--- src/rtl/up_dn_counter_sched.sv ---
// Two-requester scheduler driving an up/down counter's Load/Up/Down controls.
// Define SCHED_FAIR_EN for round-robin arbitration; default is fixed priority.
module up_dn_counter_sched (
    input  logic       clk,
    input  logic       rst_n,
    input  logic [1:0] req,
    input  logic [1:0] op0,
    input  logic [1:0] op1,
    input  logic [4:0] val0,
    input  logic [4:0] val1,
    output logic [1:0] ack,
    output logic       sat,
    output logic       busy,
    output logic       gnt_id,
    output logic [4:0] cnt_in,
    output logic       cnt_load,
    output logic       cnt_up,
    output logic       cnt_down,
    input  logic       cnt_high,
    input  logic       cnt_low
);

    typedef enum logic [1:0] {
        IDLE = 2'd0,
        EXEC = 2'd1,
        ACK  = 2'd2
    } state_t;

    localparam logic [1:0] OP_LOAD = 2'b01;
    localparam logic [1:0] OP_UP   = 2'b10;
    localparam logic [1:0] OP_DN   = 2'b11;

    state_t     state;
    logic [4:0] remaining;
    logic       up_en;
    logic       dn_en;
    logic       win;
    logic [1:0] op_w;
    logic [4:0] val_w;
    logic       lim;
    logic       stepping;

`ifdef SCHED_FAIR_EN
    logic ptr;

    always_comb begin
        win = ptr;
        if (req == 2'b01)
            win = 1'b0;
        else if (req == 2'b10)
            win = 1'b1;
    end

    always_ff @(posedge clk or negedge rst_n) begin
        if (!rst_n)
            ptr <= 1'b0;
        else if (state == IDLE && |req)
            ptr <= ~win;
    end
`else
    assign win = ~req[0];
`endif

    assign op_w  = win ? op1 : op0;
    assign val_w = win ? val1 : val0;
    assign lim   = up_en ? cnt_high : cnt_low;

    // Step enables are flops; the limit flag masks them so no step
    // ever lands on a counter already sitting at its limit.
    assign stepping = (up_en | dn_en) & (remaining != 5'd0);
    assign cnt_up   = up_en & (remaining != 5'd0) & ~cnt_high;
    assign cnt_down = dn_en & (remaining != 5'd0) & ~cnt_low;

    always_ff @(posedge clk or negedge rst_n) begin
        if (!rst_n) begin
            state     <= IDLE;
            ack       <= 2'b00;
            sat       <= 1'b0;
            busy      <= 1'b0;
            gnt_id    <= 1'b0;
            cnt_in    <= 5'd0;
            cnt_load  <= 1'b0;
            up_en     <= 1'b0;
            dn_en     <= 1'b0;
            remaining <= 5'd0;
        end else begin
            unique case (state)
                IDLE: begin
                    if (|req) begin
                        state     <= EXEC;
                        busy      <= 1'b1;
                        gnt_id    <= win;
                        remaining <= val_w;
                        cnt_load  <= (op_w == OP_LOAD);
                        cnt_in    <= (op_w == OP_LOAD) ? val_w : 5'd0;
                        up_en     <= (op_w == OP_UP);
                        dn_en     <= (op_w == OP_DN);
                    end
                end
                EXEC: begin
                    cnt_load <= 1'b0;
                    cnt_in   <= 5'd0;
                    if (stepping && !lim) begin
                        remaining <= remaining - 5'd1;
                    end else begin
                        state     <= ACK;
                        sat       <= stepping;
                        ack       <= gnt_id ? 2'b10 : 2'b01;
                        up_en     <= 1'b0;
                        dn_en     <= 1'b0;
                        remaining <= 5'd0;
                    end
                end
                ACK: begin
                    if (!req[gnt_id]) begin
                        state <= IDLE;
                        ack   <= 2'b00;
                        sat   <= 1'b0;
                        busy  <= 1'b0;
                    end
                end
                default: begin
                    state <= IDLE;
                end
            endcase
        end
    end

endmodule
--- config.mk ---
export PLATFORM = sky130hd
export DESIGN_NAME = up_dn_counter_sched
export DESIGN_NICKNAME = d
export VERILOG_FILES = /design/src/rtl/up_dn_counter_sched.sv
export SDC_FILE = /design/constraint.sdc
export NUM_CORES = 1
export LEC_CHECK = 0
export ABC_AREA = 1
export BUFFER_PORTS_ARGS = -buffer_cell sky130_fd_sc_hd__clkbuf_2
export CAP_MARGIN = 20
export CORE_MARGIN = 2
export CORE_UTILIZATION = 30
export CTS_CLUSTER_DIAMETER = 60
export DETAILED_ROUTE_END_ITERATION = 8
export HOLD_SLACK_MARGIN = 0.03
export RECOVER_POWER = 100
export SLEW_MARGIN = 15
export SYNTH_ARGS = -nofsm -noshare
export SYNTH_HDL_FRONTEND = slang
export SYNTH_SLANG_ARGS = --single-unit
--- constraint.sdc ---
create_clock -name clk -period 1.6 [get_ports clk]
set_input_delay 0.24 -clock clk [delete_from_list [all_inputs] [get_ports clk]]
set_output_delay 0.24 -clock clk [all_outputs]
set_load 0.02 [all_outputs]
# After elaboration in Yosys (flattened, before gate mapping)
# Index checks and enable logic that the tools add are counted.
# Widths: inputs -> output; s select.
[word_totals] ff_bits=20 latchBits=0 ram_bits=0 mem_bits_ro=0 wordCells=73 memories=0
[op_classes] n_addsub=1 mul=0 n_div=0 n_lt_le_gt_ge=1 n_eq_ne=8 n_shift=0 n_mux=30 n_bitwise=9 reduce_logical=14
[op_table] op="$mux 5" n=5
[op_table] op="$pmux 5 s2" n=2
[op_table] op="$mux 2" n=6
[op_table] op="$reduce_and 3->1" n=4
[op_table] op="$mux 1" n=10
[op_table] op="$pmux 1 s2" n=5
[op_table] op="$eq 2x2->1 const B" n=3
[op_table] op="$ne 2x2->1 const B" n=3
[op_table] op="$pmux 2 s3" n=1
[op_table] op="$reduce_bool 2->1" n=3
[op_table] op="$and 1x1->1" n=5
[op_table] op="$reduce_bool 5->1" n=1
[op_table] op="$sub 5x1->5 const B" n=1
[op_table] op="$eq 2x1->1 const B" n=2
[op_table] op="$pmux 2 s2" n=1
[op_table] op="$reduce_and 2->1" n=2
[op_table] op="$not 1->1" n=3
[op_table] op="$logic_not 2->1" n=1
[op_table] op="$lt 1x2->1 const B" n=1
[op_table] op="$reduce_or 2->1" n=1
[op_table] op="$logic_and 1x1->1" n=1
[op_table] op="$logic_not 1->1" n=1
[op_table] op="$or 1x1->1" n=1

# Longest topological paths before layout
[depth] word_depth=5 mapped_depth=9 mapped_depth_nobuf=9

# Worst setup path after synthesis
# OpenSTA, ideal clock, no wires.
[synth_timing] kind="reg-to-output" startpoint="register remaining[0]" endpoint="output port cnt_down" arrival_ps=1020 required_time_ps=1360 slack_ps=340 stages_incl_launch_ff=6 path_cell_list="dfrtp_1 > inv_1 > ha_1 > nand3b_2 > nand2_1 > inv_1"
[synth_between] elab_chain_len=3
[synth_lines] item="from (decl)" line="34" source="logic [4:0] remaining;"
[synth_lines] item="from (signal assigned)" line="93" source="remaining <= val_w;"
[synth_lines] item="from (signal assigned)" line="104" source="remaining <= remaining - 5'd1;"
[synth_lines] item="$reduce_bool 5->1" line="72" source="assign cnt_down = dn_en & (remaining != 5'd0) & ~cnt_low;"
[synth_lines] item="$and 1x1->1 (2 in series)" line="72"
[synth_lines] item="to (decl)" line="18" source="output logic cnt_down,"
# Every way passes these cells.

# Final worst setup path
# Same ends and word-level chain as after synthesis.

==> reports/results.txt <==
Share of cells above drive strength 1 -> 21.4%
Clock group share of total power -> 14.5%
Hold depth -> 5
Async SR Flop Fraction -> 100%
Fill cells -> 421
Net switching power of the design -> 1.22 mW
CTS tree -> yes
Critical path class -> flip-flop to output pin
Syn Inst Count -> 164
R2R cell count -> 8
RR Endpoint -> up_en
Crit. End Element -> output pin
Overflow left after global routing -> 0
Area grow syn2layout -> 28.9%
Max Used Layer -> met4
Final nets -> 228
#FFs+latches synth -> 20
DRT antenna net count -> 0
Max Slew Vio Count -> 0
Worst EP required -> 1.36 ns
Final setup viols -> 0
DRC violations left -> 0
Worst reg2reg setup slack -> 0.24 ns
Status -> finished clean
Die Y -> 66.4 um
Library cells used by synthesis -> 18
ANT cells -> 0
Commonest non-fill, non-tap cells in the layout -> nand2_1 (60), nor2_1 (22), dfrtp_1 (20), clkbuf_2 (20), inv_1 (19)
Port bufs -> 32
FMAX -> 662 MHz
Placed Area -> 0.00140 mm^2
Syn Nets -> 185
First-pass GRT wire length -> 4550 um
Hold worst-path end -> cnt_in[4]
Final Hold Vio Count -> 0
Combinational fraction of design power -> 52.8%
Cell Int Power -> 1.43 mW
Post-synth EDFFs -> 0
Synthesized area per cell -> 7.13 um^2
Critical R2R Launch -> state[1]
Leading cell type in the layout, fill and taps excluded -> nand2_1
Final worst slack -> 0.0884 ns
Max cap viols -> 0
Wire per inst -> 10.1 um
CP Launch Type -> flip-flop
Tmin final -> 1.51 ns
Core area -> 0.00372 mm^2
Overall Power -> 2.65 mW
Root buffer cell -> clkbuf_8
Overall routed net length -> 2570 um
# rows -> 22
Register area -> 500 um^2
Switching share of power -> 45.9%
Routed wl met2 -> 1100 um
Die width -> 66.4 um
Clock Sinks -> 20
CP arrival -> 1.27 ns
Worst-path maximum fanout -> 5
Clock transition at path regs -> 0.07 ns
Post-synthesis sequential area ratio -> 42.8%
Post-synth top area cell -> dfrtp_1
Max Buffers Root-to-Sink -> 2
Gp weighted congestion -> 0.784
Cell leakage power -> 0.857 nW
Synth top area share -> 42.8%
Syn Std Cell Area -> 0.00117 mm^2
H-tree levels -> 1
Final Skew -> 0.00285 ns
Vias -> 1,099
Area of the multi-input gates -> 612 um^2
WL met1 -> 1310 um
PwrDens -> 1760 mW/mm^2
Flop pwr share -> 32.7%
Final Instance Area -> 0.00151 mm^2
Die footprint -> 0.00441 mm^2
Starting Density -> 31.5%
Gr usage total -> 13.4%
Syn. warnings -> 0
Most used DFF post-synth -> dfrtp_1
Hold wc startpoint -> val1[4]
Ports -> 33
Worst-Margin Slew -> 0.496 ns
Max IR drop VDD -> 0.503 mV
Post-DP HPWL -> 2000 um
Synth area leaders -> dfrtp_1 (43%), nand2_1 (20%), nor2_1 (7.4%), inv_1 (6.4%), nand3_1 (4.7%)
Largest net degree at the start of global routing -> 21
DR pass1 iterations -> 4
WL met3 -> 105 um
Slew HR -> 66.9%
Initial DRC Count -> 52
Min-Delay Path Class -> input pin to flip-flop
DP Worst Slack -> 0.145 ns
Worst-skew pair later-pin latency -> 0.26 ns
Period utilisation layout -> 94.5%
CTS buffer count -> 3
Hold WS -> 0.302 ns
Vias in the first global route -> 1,069
Vias per inst -> 4.33
Initial antenna violation count -> 0
-- worst max path at each step --
stage | start | end | slack, ns | cells after the start
final | remaining[0] | cnt_down | 0.09 | 6
after global routing | remaining[0] | cnt_down | -0.005 | 6
after CTS | remaining[0] | cnt_up | 0.02 | 6
after detailed placement | remaining[0] | cnt_up | 0.15 | 6
after global placement | remaining[0] | cnt_down | 0.14 | 6
after floorplan | remaining[0] | cnt_down | 0.34 | 5
-- metrics by stage --
stage / std cells / TNS [ns] / utilization [%]
final: 254 / 0 / 40.6
after global routing: 254 / -0.00541 / 40.6
after CTS: 250 / 0 / 40.1
after detailed placement: 245 / 0 / 37.7
after global placement: 245 / 0 / 37.7
after floorplan: 164 / 0 / -
-- worst max-delay path, stage by stage (launching register included) --
cell and delay [ns]:
dfrtp_1 0.39, inv_2 0.10, ha_4 0.17, nand3b_4 0.11
nand2_1 0.08, inv_1 0.03, clkbuf_2 0.14
-- layout make-up --
class	count	share of cell area, %
Clock buffer	4	3.65
Inverter	21	5.23
Multi-Input combinational cell	122	40.6
Sequential cell	20	33.2
Tap cell	48	3.98
Timing Repair Buffer	39	13.4
-- flip-flops by register name (all words and copies together) (netlist names) --
register   count
dn_en          1
gnt_id         1
cnt_load       1
remaining      5
ack            2
sat            1
busy           1
up_en          1
cnt_in         5
state          2
-- routing by layer --
layer,global-route usage (%),vias up
met5,0,-
met4,6.63,0
met3,1.87,6
met2,20.9,24
met1,18.1,477
li1,-,592
-- what timing repair did --
item | 4_1_cts | 5_1_grt
buffers inserted | 0 | 4
setup endpoints to repair | 2 | 2
hold buffers | 1 | 0
gates resized for setup | 5 | 2
endpoints found under the hold margin | 20 | 0
-- power by group through the flow --
stage                     clock network, mW  registers [mW]  logic [mW]
after floorplan                           0           0.969       0.874
after global placement                    0           0.877        1.32
final                                 0.384           0.866        1.40
after global routing                  0.427           0.898        1.61
after CTS                             0.397           0.873        1.39
after detailed placement                  0           0.874        1.33
-- cells by family after synthesis --
logic type,after synthesis,synth area share [%]
and+or+nand+nor,105,41.0
buffers and inverters,22,7.16
DFF,20,42.8
AOI/OAI and AO/OA,15,7.27
xor gates and xnor gates,1,0.749
adders and majority gates,1,1.07
-- cells in the mapped netlist (2+ instances only) --
| cell type | number |
|---|---|
| a21oi_1 | 4 |
| dfrtp_1 | 20 |
| inv_1 | 20 |
| nand2_1 | 61 |
| nand2_4 | 2 |
| nand3_1 | 11 |
| nand3b_1 | 2 |
| nor2_1 | 23 |
| nor2_4 | 3 |
| o21ai_0 | 7 |
| o31ai_1 | 4 |
Note: power is estimated with default switching activity, not from simulation.
